### config.mk
export PLATFORM = sky130hd
export DESIGN_NAME = change_dispenser
export DESIGN_NICKNAME = d
export VERILOG_FILES = /design/src/rtl/vending_pkg.sv /design/src/rtl/denom_select.sv /design/src/rtl/change_dispenser.sv
export SDC_FILE = /design/constraint.sdc
export NUM_CORES = 1
export LEC_CHECK = 0
export ABC_AREA = 1
export ABC_CLOCK_PERIOD_IN_PS = 3000
export CORE_MARGIN = 1
export CORE_UTILIZATION = 55
export CTS_BUF_LIST = sky130_fd_sc_hd__clkbuf_4
export CTS_CLUSTER_SIZE = 14
export DETAILED_ROUTE_END_ITERATION = 10
export GPL_ROUTABILITY_DRIVEN = 0
export PLACE_DENSITY = 0.81
export SLEW_MARGIN = 15
export SYNTH_ARGS = -nofsm -noshare
export SYNTH_HDL_FRONTEND = slang
export SYNTH_HIERARCHICAL = 1
export SYNTH_SLANG_ARGS = --single-unit
export TNS_END_PERCENT = 30
### constraint.sdc
create_clock -name sys_clk -period 3 [get_ports sys_clk]
set_input_delay 0.75 -clock sys_clk [delete_from_list [all_inputs] [get_ports sys_clk]]
set_output_delay 0.75 -clock sys_clk [all_outputs]
set_load 0.05 [all_outputs]
### src/rtl/vending_pkg.sv
// Shared vending definitions: coin denominations, payout FSM states and the
// one-hot coin encoding used by both the intake and payout sides.
package vending_pkg;

   localparam int unsigned NumDenoms = 5;

   localparam int unsigned Denom50 = 50;
   localparam int unsigned Denom20 = 20;
   localparam int unsigned Denom10 = 10;
   localparam int unsigned Denom5  = 5;
   localparam int unsigned Denom1  = 1;

   // Bit position of each denomination inside a one-hot coin vector
   typedef enum logic [2:0] {
      IdxOne    = 3'd0,
      IdxFive   = 3'd1,
      IdxTen    = 3'd2,
      IdxTwenty = 3'd3,
      IdxFifty  = 3'd4
   } coin_idx_e;

   typedef logic [NumDenoms-1:0] coin_oh_t;

   localparam coin_oh_t CoinNone   = 5'b00000;
   localparam coin_oh_t CoinOne    = 5'b00001;
   localparam coin_oh_t CoinFive   = 5'b00010;
   localparam coin_oh_t CoinTen    = 5'b00100;
   localparam coin_oh_t CoinTwenty = 5'b01000;
   localparam coin_oh_t CoinFifty  = 5'b10000;

   typedef enum logic [2:0] {
      StIdle,
      StSelect,
      StIssue,
      StGap,
      StFinish,
      StFault
   } disp_state_e;

   function automatic int unsigned coin_value(input coin_oh_t coin);
      case (coin)
         CoinFifty:  return Denom50;
         CoinTwenty: return Denom20;
         CoinTen:    return Denom10;
         CoinFive:   return Denom5;
         CoinOne:    return Denom1;
         default:    return 0;
      endcase
   endfunction

endpackage

### src/rtl/denom_select.sv
// Greedy coin picker: largest denomination that fits the amount owed and is in stock.
module denom_select
   import vending_pkg::*;
#(
   parameter int unsigned AMT_W = 8
) (
   input  logic [AMT_W-1:0]     remaining_i,
   input  logic [NumDenoms-1:0] stock_nz_i,
   output logic                 valid_o,
   output coin_oh_t             coin_oh_o,
   output logic [AMT_W-1:0]     denom_o
);

   // Widen so the 50 constant compares correctly even for narrow amount widths
   localparam int unsigned CmpW = (AMT_W > 8) ? AMT_W : 8;

   logic [CmpW-1:0]      rem_ext;
   logic [NumDenoms-1:0] usable;

   assign rem_ext = CmpW'(remaining_i);

   always_comb begin
      usable            = '0;
      usable[IdxFifty]  = stock_nz_i[IdxFifty]  && (rem_ext >= CmpW'(Denom50));
      usable[IdxTwenty] = stock_nz_i[IdxTwenty] && (rem_ext >= CmpW'(Denom20));
      usable[IdxTen]    = stock_nz_i[IdxTen]    && (rem_ext >= CmpW'(Denom10));
      usable[IdxFive]   = stock_nz_i[IdxFive]   && (rem_ext >= CmpW'(Denom5));
      usable[IdxOne]    = stock_nz_i[IdxOne]    && (rem_ext >= CmpW'(Denom1));
   end

   always_comb begin
      coin_oh_o = CoinNone;
      if (usable[IdxFifty]) begin
         coin_oh_o = CoinFifty;
      end else if (usable[IdxTwenty]) begin
         coin_oh_o = CoinTwenty;
      end else if (usable[IdxTen]) begin
         coin_oh_o = CoinTen;
      end else if (usable[IdxFive]) begin
         coin_oh_o = CoinFive;
      end else if (usable[IdxOne]) begin
         coin_oh_o = CoinOne;
      end
   end

   assign valid_o = |coin_oh_o;
   assign denom_o = AMT_W'(coin_value(coin_oh_o));

endmodule

### src/rtl/change_dispenser.sv
// Vending payout engine: pays change greedily one coin at a time with a per-coin
// ack handshake, tracking per-denomination stock and flagging unpayable amounts.
module change_dispenser
   import vending_pkg::*;
#(
   parameter int unsigned AMT_W         = 8,
   parameter int unsigned STK_W         = 6,
   parameter int unsigned INIT_STOCK_50 = 10,
   parameter int unsigned INIT_STOCK_20 = 10,
   parameter int unsigned INIT_STOCK_10 = 10,
   parameter int unsigned INIT_STOCK_5  = 10,
   parameter int unsigned INIT_STOCK_1  = 10,
   parameter int unsigned GAP_CYCLES    = 4,
   parameter int unsigned ACK_TIMEOUT   = 1000
) (
   input  logic             sys_clk,
   input  logic             sys_rst,
   input  logic             start,
   input  logic [AMT_W-1:0] change_amount,
   input  logic             restock,
   input  logic             coin_ack,
   output logic             out_money_fifty,
   output logic             out_money_twenty,
   output logic             out_money_ten,
   output logic             out_money_five,
   output logic             out_money_one,
   output logic             busy,
   output logic             done,
   output logic             fault,
   output logic [AMT_W-1:0] remaining,
   output logic [STK_W-1:0] stock_50,
   output logic [STK_W-1:0] stock_20,
   output logic [STK_W-1:0] stock_10,
   output logic [STK_W-1:0] stock_5,
   output logic [STK_W-1:0] stock_1
);

   localparam int unsigned GapW = (GAP_CYCLES > 1) ? $clog2(GAP_CYCLES) : 1;
   localparam int unsigned AckW = (ACK_TIMEOUT > 1) ? $clog2(ACK_TIMEOUT) : 1;

   localparam logic [NumDenoms-1:0][STK_W-1:0] InitStock = {
      STK_W'(INIT_STOCK_50),
      STK_W'(INIT_STOCK_20),
      STK_W'(INIT_STOCK_10),
      STK_W'(INIT_STOCK_5),
      STK_W'(INIT_STOCK_1)
   };

   disp_state_e                      state_q, state_d;
   logic [AMT_W-1:0]                 rem_q, rem_d;
   coin_oh_t                         coin_q, coin_d;
   logic [AMT_W-1:0]                 denom_q, denom_d;
   logic [GapW-1:0]                  gap_cnt_q, gap_cnt_d;
   logic [AckW-1:0]                  ack_cnt_q, ack_cnt_d;
   logic [NumDenoms-1:0][STK_W-1:0]  stock_q, stock_d;

   logic [NumDenoms-1:0] stock_nz;
   logic                 sel_valid;
   coin_oh_t             sel_coin;
   logic [AMT_W-1:0]     sel_denom;

   always_comb begin
      stock_nz = '0;
      for (int i = 0; i < NumDenoms; i++) begin
         stock_nz[i] = (stock_q[i] != '0);
      end
   end

   denom_select #(
      .AMT_W (AMT_W)
   ) u_denom_select (
      .remaining_i (rem_q),
      .stock_nz_i  (stock_nz),
      .valid_o     (sel_valid),
      .coin_oh_o   (sel_coin),
      .denom_o     (sel_denom)
   );

   always_comb begin
      state_d   = state_q;
      rem_d     = rem_q;
      coin_d    = coin_q;
      denom_d   = denom_q;
      gap_cnt_d = gap_cnt_q;
      ack_cnt_d = ack_cnt_q;
      stock_d   = stock_q;

      unique case (state_q)
         StIdle: begin
            // Restock lands this edge, so a simultaneous start selects from full stock
            if (restock) begin
               stock_d = InitStock;
            end
            if (start) begin
               rem_d   = change_amount;
               state_d = StSelect;
            end
         end

         StSelect: begin
            if (rem_q == '0) begin
               state_d = StFinish;
            end else if (!sel_valid) begin
               state_d = StFault;
            end else begin
               coin_d    = sel_coin;
               denom_d   = sel_denom;
               ack_cnt_d = '0;
               state_d   = StIssue;
            end
         end

         StIssue: begin
            if (coin_ack) begin
               coin_d = CoinNone;
               rem_d  = rem_q - denom_q;
               for (int i = 0; i < NumDenoms; i++) begin
                  if (coin_q[i] && (stock_q[i] != '0)) begin
                     stock_d[i] = stock_q[i] - 1'b1;
                  end
               end
               if (GAP_CYCLES > 0) begin
                  gap_cnt_d = '0;
                  state_d   = StGap;
               end else begin
                  state_d = StSelect;
               end
            end else if (ack_cnt_q == AckW'(ACK_TIMEOUT - 1)) begin
               coin_d  = CoinNone;
               state_d = StFault;
            end else begin
               ack_cnt_d = ack_cnt_q + 1'b1;
            end
         end

         StGap: begin
            if (gap_cnt_q == GapW'(GAP_CYCLES - 1)) begin
               state_d = StSelect;
            end else begin
               gap_cnt_d = gap_cnt_q + 1'b1;
            end
         end

         StFinish: state_d = StIdle;

         StFault: state_d = StIdle;

         default: state_d = StIdle;
      endcase
   end

   always_ff @(posedge sys_clk) begin
      if (sys_rst) begin
         state_q   <= StIdle;
         rem_q     <= '0;
         coin_q    <= CoinNone;
         denom_q   <= '0;
         gap_cnt_q <= '0;
         ack_cnt_q <= '0;
         stock_q   <= InitStock;
      end else begin
         state_q   <= state_d;
         rem_q     <= rem_d;
         coin_q    <= coin_d;
         denom_q   <= denom_d;
         gap_cnt_q <= gap_cnt_d;
         ack_cnt_q <= ack_cnt_d;
         stock_q   <= stock_d;
      end
   end

   always_comb begin
      busy  = (state_q != StIdle);
      done  = (state_q == StFinish) || (state_q == StFault);
      fault = (state_q == StFault);
   end

   assign out_money_fifty  = coin_q[IdxFifty];
   assign out_money_twenty = coin_q[IdxTwenty];
   assign out_money_ten    = coin_q[IdxTen];
   assign out_money_five   = coin_q[IdxFive];
   assign out_money_one    = coin_q[IdxOne];

   assign remaining = rem_q;
   assign stock_50  = stock_q[IdxFifty];
   assign stock_20  = stock_q[IdxTwenty];
   assign stock_10  = stock_q[IdxTen];
   assign stock_5   = stock_q[IdxFive];
   assign stock_1   = stock_q[IdxOne];

endmodule

Word level (Yosys, flattened, before mapping)

Cells that the tools add are included.

Add/sub/neg operators: 8
$mul: 0
Div/mod/pow operators: 0
Order comparisons: 5
Equality and inequality tests: 27
Shift-type cells: 0
Multiplexer cells: 37
Bitwise logic cells: 1
Reduce and logical (&&, ||, !) cells: 34

Operator list:

| operator                | number |
|---|---|
| $mux W30                | 2 |
| $pmux W30 S2            | 1 |
| $mux W10                | 4 |
| $mux W5                 | 8 |
| $mux W6                 | 5 |
| $pmux W6 S5             | 1 |
| $reduce_bool A6 Y1      | 5 |
| $sub A6 B1 Y6 const B   | 5 |
| $ne A2 B2 Y1 const B    | 14 |
| $reduce_and A4 Y1       | 6 |
| $pmux W10 S2            | 1 |
| $mux W3                 | 6 |
| $mux W8                 | 2 |
| $pmux W8 S2             | 1 |
| $pmux W3 S4             | 1 |
| $reduce_and A3 Y1       | 4 |
| $add A10 B1 Y10 const B | 1 |
| $eq A10 B10 Y1 const B  | 1 |
| $logic_and A1 B1 Y1     | 10 |
| $pmux W5 S2             | 1 |
| $ge A8 B1 Y1 const B    | 1 |
| $ge A8 B3 Y1 const B    | 1 |
| $ge A8 B4 Y1 const B    | 1 |
| $ge A8 B5 Y1 const B    | 1 |
| other kinds (24)        | 29 |

Register bits: 66
Bits in latches: 0
Bits in writable memories: 0
ROM bits: 0
Input port bits: 13
Output and inout bits: 46
Memories kept: 0

Logic depth before layout (Yosys ltp)

Word-level depth: 11
Mapped depth: 15
Depth with buffers taken out: 15

Cells and area by module

Netlist, hierarchy kept.

By module, submodules not included:

| module           | instances | cells an instance | area an instance (um^2) | seq. area each (um^2) |
|---|---|---|---|---|
| change_dispenser | 1         | 565               | 3866.2                  | 1321.3 |
| denom_select     | 1         | 52                | 284.0                   | 0.0 |

Worst setup path after synthesis

Ideal clock, no wire load.

Path kind: reg2reg
Start: register stock_q, in the netlist stock_20[0]
End: register ack_cnt_q[2]
Data arrival time: 2.216 ns
Slack: 0.714 ns
Cell stages (with the launch flop): 15
Buffers on the path: 1
Period minus slack after synthesis: 2.286 ns
Path through: dfxtp_1 inv_1 ha_1 nand3_1 nand2_2 nand2_4 inv_2 nand4_1 inv_1 nand2_1 nand3_4 nor2_4 buf_6 nand2_1 a21oi_1

Longest elaborated chain between the ends: 7

RTL lines:

| what                        | line                    | text |
|---|---|---|
| from (decl)                 | change_dispenser.sv:55  | `logic [NumDenoms-1:0][STK_W-1:0] stock_q, stock_d;` |
| from (signal assigned)      | change_dispenser.sv:160 | `stock_q <= InitStock;` |
| from (signal assigned)      | change_dispenser.sv:168 | `stock_q <= stock_d;` |
| $reduce_bool A6 Y1          | change_dispenser.sv:65  | `stock_nz[i] = (stock_q[i] != '0);` |
| named net stock_nz[3]       | change_dispenser.sv:57  | `logic [NumDenoms-1:0] stock_nz;` |
| $logic_and A1 B1 Y1         | denom_select.sv:25      | `usable[IdxTwenty] = stock_nz_i[IdxTwenty] && (rem_ext >= CmpW'(Denom20));` |
| $mux W5                     | denom_select.sv:35      | `end else if (usable[IdxTwenty]) begin` |
| $mux W5                     | denom_select.sv:33      | `if (usable[IdxFifty]) begin` |
| $reduce_or A5 Y1            | denom_select.sv:46      | `assign valid_o = \|coin_oh_o;` |
| named net sel_valid         | change_dispenser.sv:58  | `logic sel_valid;` |
| $ne A2 B2 Y1 (no line)      | --                      |  |
| $reduce_and A5 Y1 (no line) | --                      |  |
| to (signal assigned)        | change_dispenser.sv:167 | `ack_cnt_q <= ack_cnt_d;` |
| to (decl)                   | change_dispenser.sv:54  | `logic [AckW-1:0] ack_cnt_q, ack_cnt_d;` |

The timed path passes the listed nets, and every way through them passes these cells.
A chain may end at the register's enable or synchronous reset.

Worst setup path in the final report

Start: register state_q[1]
End: output port fault

Longest elaborated chain between the ends: 1

RTL lines:

| what                   | line                    | text |
|---|---|---|
| from (decl)            | change_dispenser.sv:49  | `disp_state_e state_q, state_d;` |
| from (signal assigned) | change_dispenser.sv:154 | `state_q <= StIdle;` |
| from (signal assigned) | change_dispenser.sv:162 | `state_q <= state_d;` |
| $eq A3 B3 Y1           | change_dispenser.sv:175 | `fault = (state_q == StFault);` |
| to (decl)              | change_dispenser.sv:29  | `output logic fault,` |

No other way between the ends.

==> flow_summary_export.csv <==
group,metric,value,unit
status,status,"completed",
sta,tightest_slew,0.527,ns
logic_synthesis,avgSynthCellArea,6.73,sq um
sta,grt_setup_unrepaired,"no",
global_routing,gr-total-overflow,0,
sta,max-slew-margin-rel,0.648,
critical_path,crit_buf_inv,2,
global_routing,grt_pass1_wl,16.5,mm
flow_run,drv_cap,0,
power_and_ir_drop,p_leak,2.13,nW
logic_synthesis,synth_top_area_frac,0.318,
logic_synthesis,synth_top_cell_by_area,"dfxtp_1",
logic_synthesis,synth_ff_type,"dfxtp_1",
power_and_ir_drop,peakVddDrop,0.000504,V
detailed_routing,first_iter_violations,224,
die,initial_utilization,0.569,
critical_path,max_stage_delay,0.83,ns
critical_path,cp_max_fo,4,
logic_synthesis,ys_ff_latch,66,
sta,finalHoldViolCount,0,
detailed_routing,wl,9.80,mm
die,die_h,88.9,microns
critical_path,arrival,1.91,ns
sta,min_period_over_period,0.885,
global_routing,antenna_found_initial,0,
die,row_count,31,
cts,cts_tree,"yes",
logic_synthesis,synth_area,0.00415,sq mm
die,fp.dieW,88.9,microns
sta,tns,0,ns
detailed_routing,first_pass_iters,5,
detailed_routing,remaining_drc_errors,0,
place,dp_hpwl,7.20,mm
logic_synthesis,synth_cell_types,40,
cts,cts_hold_buf,0,
cts,cts_resized,0,
logic_synthesis,synth_edf_count,0,
sta,whs,0.468,ns
logic_synthesis,synth_common_cells,"nand2_1, nor2_1, dfxtp_1",
critical_path,start_kind,"flop",
detailed_routing,antenna_left,0,
final_layout,final_nets,707,
die,die-area,0.00790,sq mm
die,ioPinCount,59,
sta,maxSlewViolCount,0,
final_layout,final_layout_size_suffix_gt1_frac,0.105,
power_and_ir_drop,finalPower,0.00526,W
die,core_area,0.00729,sq mm
cts,clockBufferDepth,2,
global_routing,grt_pass1_vias,3675,
sta,finalCriticalPeriod,2.66,ns
detailed_routing,vias,4005,
sta,max_freq,0.377,GHz
place,io_buffers,58,
critical_path,cp_top_family,"buffers and inverters",
critical_path,end_kind,"primary output",
critical_path,worstPathRequired,2.25,ns
final_layout,areaGrowthSynthToFinish,19.3,%
critical_path,crit_chain,"inv_2 -> nand2_2 -> nor2_1 -> clkdlybuf4s50_1",
detailed_routing,wl_per_cell,12.6,microns
logic_synthesis,yosys_warnings,6,
power_and_ir_drop,power.density,1060,mW/mm^2
worst_hold_path,hp-class,"reg -> reg",
final_layout,n_antenna_cell,0,
detailed_routing,post_drt_via_cell_ratio,5.15,
sta,setup_viol,0,
critical_path,slowest_stage,"clkdlybuf4s50_1",
cts,htreeDepth,3,
final_layout,fin_util,0.679,
critical_path,crit_type,"reg -> out",
cts,cts_made_buffers,9,
final_layout,fin_area,0.00495,sq mm
cts,cts_sinks,66,
cts,worstSkewPairLatency,0.42,ns
logic_synthesis,synthArstFlopShare,0,
global_routing,grt_max_degree,28,
logic_synthesis,synth-seq-area-share,0.318,
sta,finClkSkew,0.0145,ns
logic_synthesis,synth_area_leaders,"dfxtp_1, nand2_1, nor2_1",
cts,cts_setup_buffers,0,
logic_synthesis,syn_inst,617,
logic_synthesis,yosysMostFrequentCell,"nand2_1",
global_routing,grtUsageTotal,0.271,
place,postPlaceCellArea,0.00479,sq mm
cts,root_buffer,"clkbuf_4",
cts,path_clk_slew,0.12,ns
-- worst register-to-register path, stage by stage, from the launching register on --
cell and delay, ns:
dfxtp_1 0.39, inv_1 0.10, ha_1 0.20, nand3_1 0.18
nand2_2 0.15, nand2_4 0.12, inv_2 0.04, nand4_1 0.14
inv_1 0.08, nand2_1 0.13, nand3_4 0.13, nor2_4 0.28
nand2_1 0.09, a21oi_1 0.14
-- placed cells by master (no fill, tap or decap), types with 3 or more instances in the layout --
| cell type | n |
|---|---|
| nand2_1 | 147 |
| nor2_1 | 79 |
| dfxtp_1 | 66 |
| inv_1 | 63 |
| clkdlybuf4s50_1 | 58 |
| nand3_1 | 49 |
| a21oi_1 | 46 |
| o21ai_0 | 32 |
| ha_1 | 19 |
| xor2_1 | 12 |
| nand2_4 | 12 |
| nand2_2 | 12 |
| inv_2 | 10 |
| clkbuf_4 | 9 |
| o21ai_1 | 6 |
| nor2_2 | 5 |
| or2_0 | 4 |
| o211ai_1 | 4 |
| nand4_1 | 4 |
| nor2_4 | 4 |
| nor3_1 | 3 |
| a31oi_1 | 3 |
-- power breakdown --
| part | switching, W | leakage, nW | internal [W] |
|---|---|---|---|
| clock | 0.000346 | 0.0819 | 0.000336 |
| sequential | 0.000206 | 0.538 | 0.00108 |
| combinational | 0.00221 | 1.51 | 0.00109 |
| total | 0.00276 | 2.13 | 0.00250 |
-- logic make-up after synthesis --
family,count (synthesis),share of synthesized area
AOI/OAI and AO/OA,98,0.128
xor gates and xnor gates,14,0.0295
adders and majority gates,20,0.0621
buffers and inverters,90,0.0886
DFF,66,0.318
other,1,0.000904
and+or+nand+nor,328,0.373
-- sequential cells by signal (all words and copies together), names as in the netlist, 5 cells and up --
| register | flops |
|---|---|
| coin_q | 5 |
| ack_cnt_q | 10 |
| denom_q | 8 |
| stock_50 | 6 |
| stock_20 | 6 |
| stock_1 | 6 |
| remaining | 8 |
| stock_10 | 6 |
| stock_5 | 6 |
-- path summary, 6_finish.rpt --
path,from,to,slack (ns),cells after the start
max reg2reg,stock_20[0],ack_cnt_q[3],0.78,13
min reg2reg,denom_q[5],denom_q[5],0.47,2
max,state_q[1],fault,0.34,4
min,denom_q[5],denom_q[5],0.47,2
-- stage by stage --
| stage | cells | worst slack (ns) |
|---|---|---|
| floorplan | 618 | 0.714 |
| global placement | 762 | 0.865 |
| detailed placement | 762 | 0.802 |
| CTS | 778 | 0.309 |
| global route | 778 | 0.253 |
| finish | 778 | 0.344 |
-- cell type report --
| cell class | instances | area [sq um] |
|---|---|---|
| Clock inverter | 7 | 93.8 |
| Clock buffer | 9 | 67.6 |
| Timing Repair Buffer | 60 | 596 |
| Multi-Input combinational cell | 462 | 2460 |
| Tap cell | 99 | 124 |
| Fill cell | 650 | 2340 |
| Sequential cell | 66 | 1320 |
| Inverter | 75 | 284 |
-- routing by layer --
| metal | GRT usage | vias up | part of all wire |
|---|---|---|---|
| li1 | - | 2081 | - |
| met2 | 0.466 | 96 | 0.48 |
| met4 | 0.117 | 0 | 0.017 |
| met5 | 0 | - | 0 |
| met3 | 0.0569 | 16 | 0.051 |
| met1 | 0.326 | 1812 | 0.45 |
No activity file was read; power rests on OpenSTA's default activity.
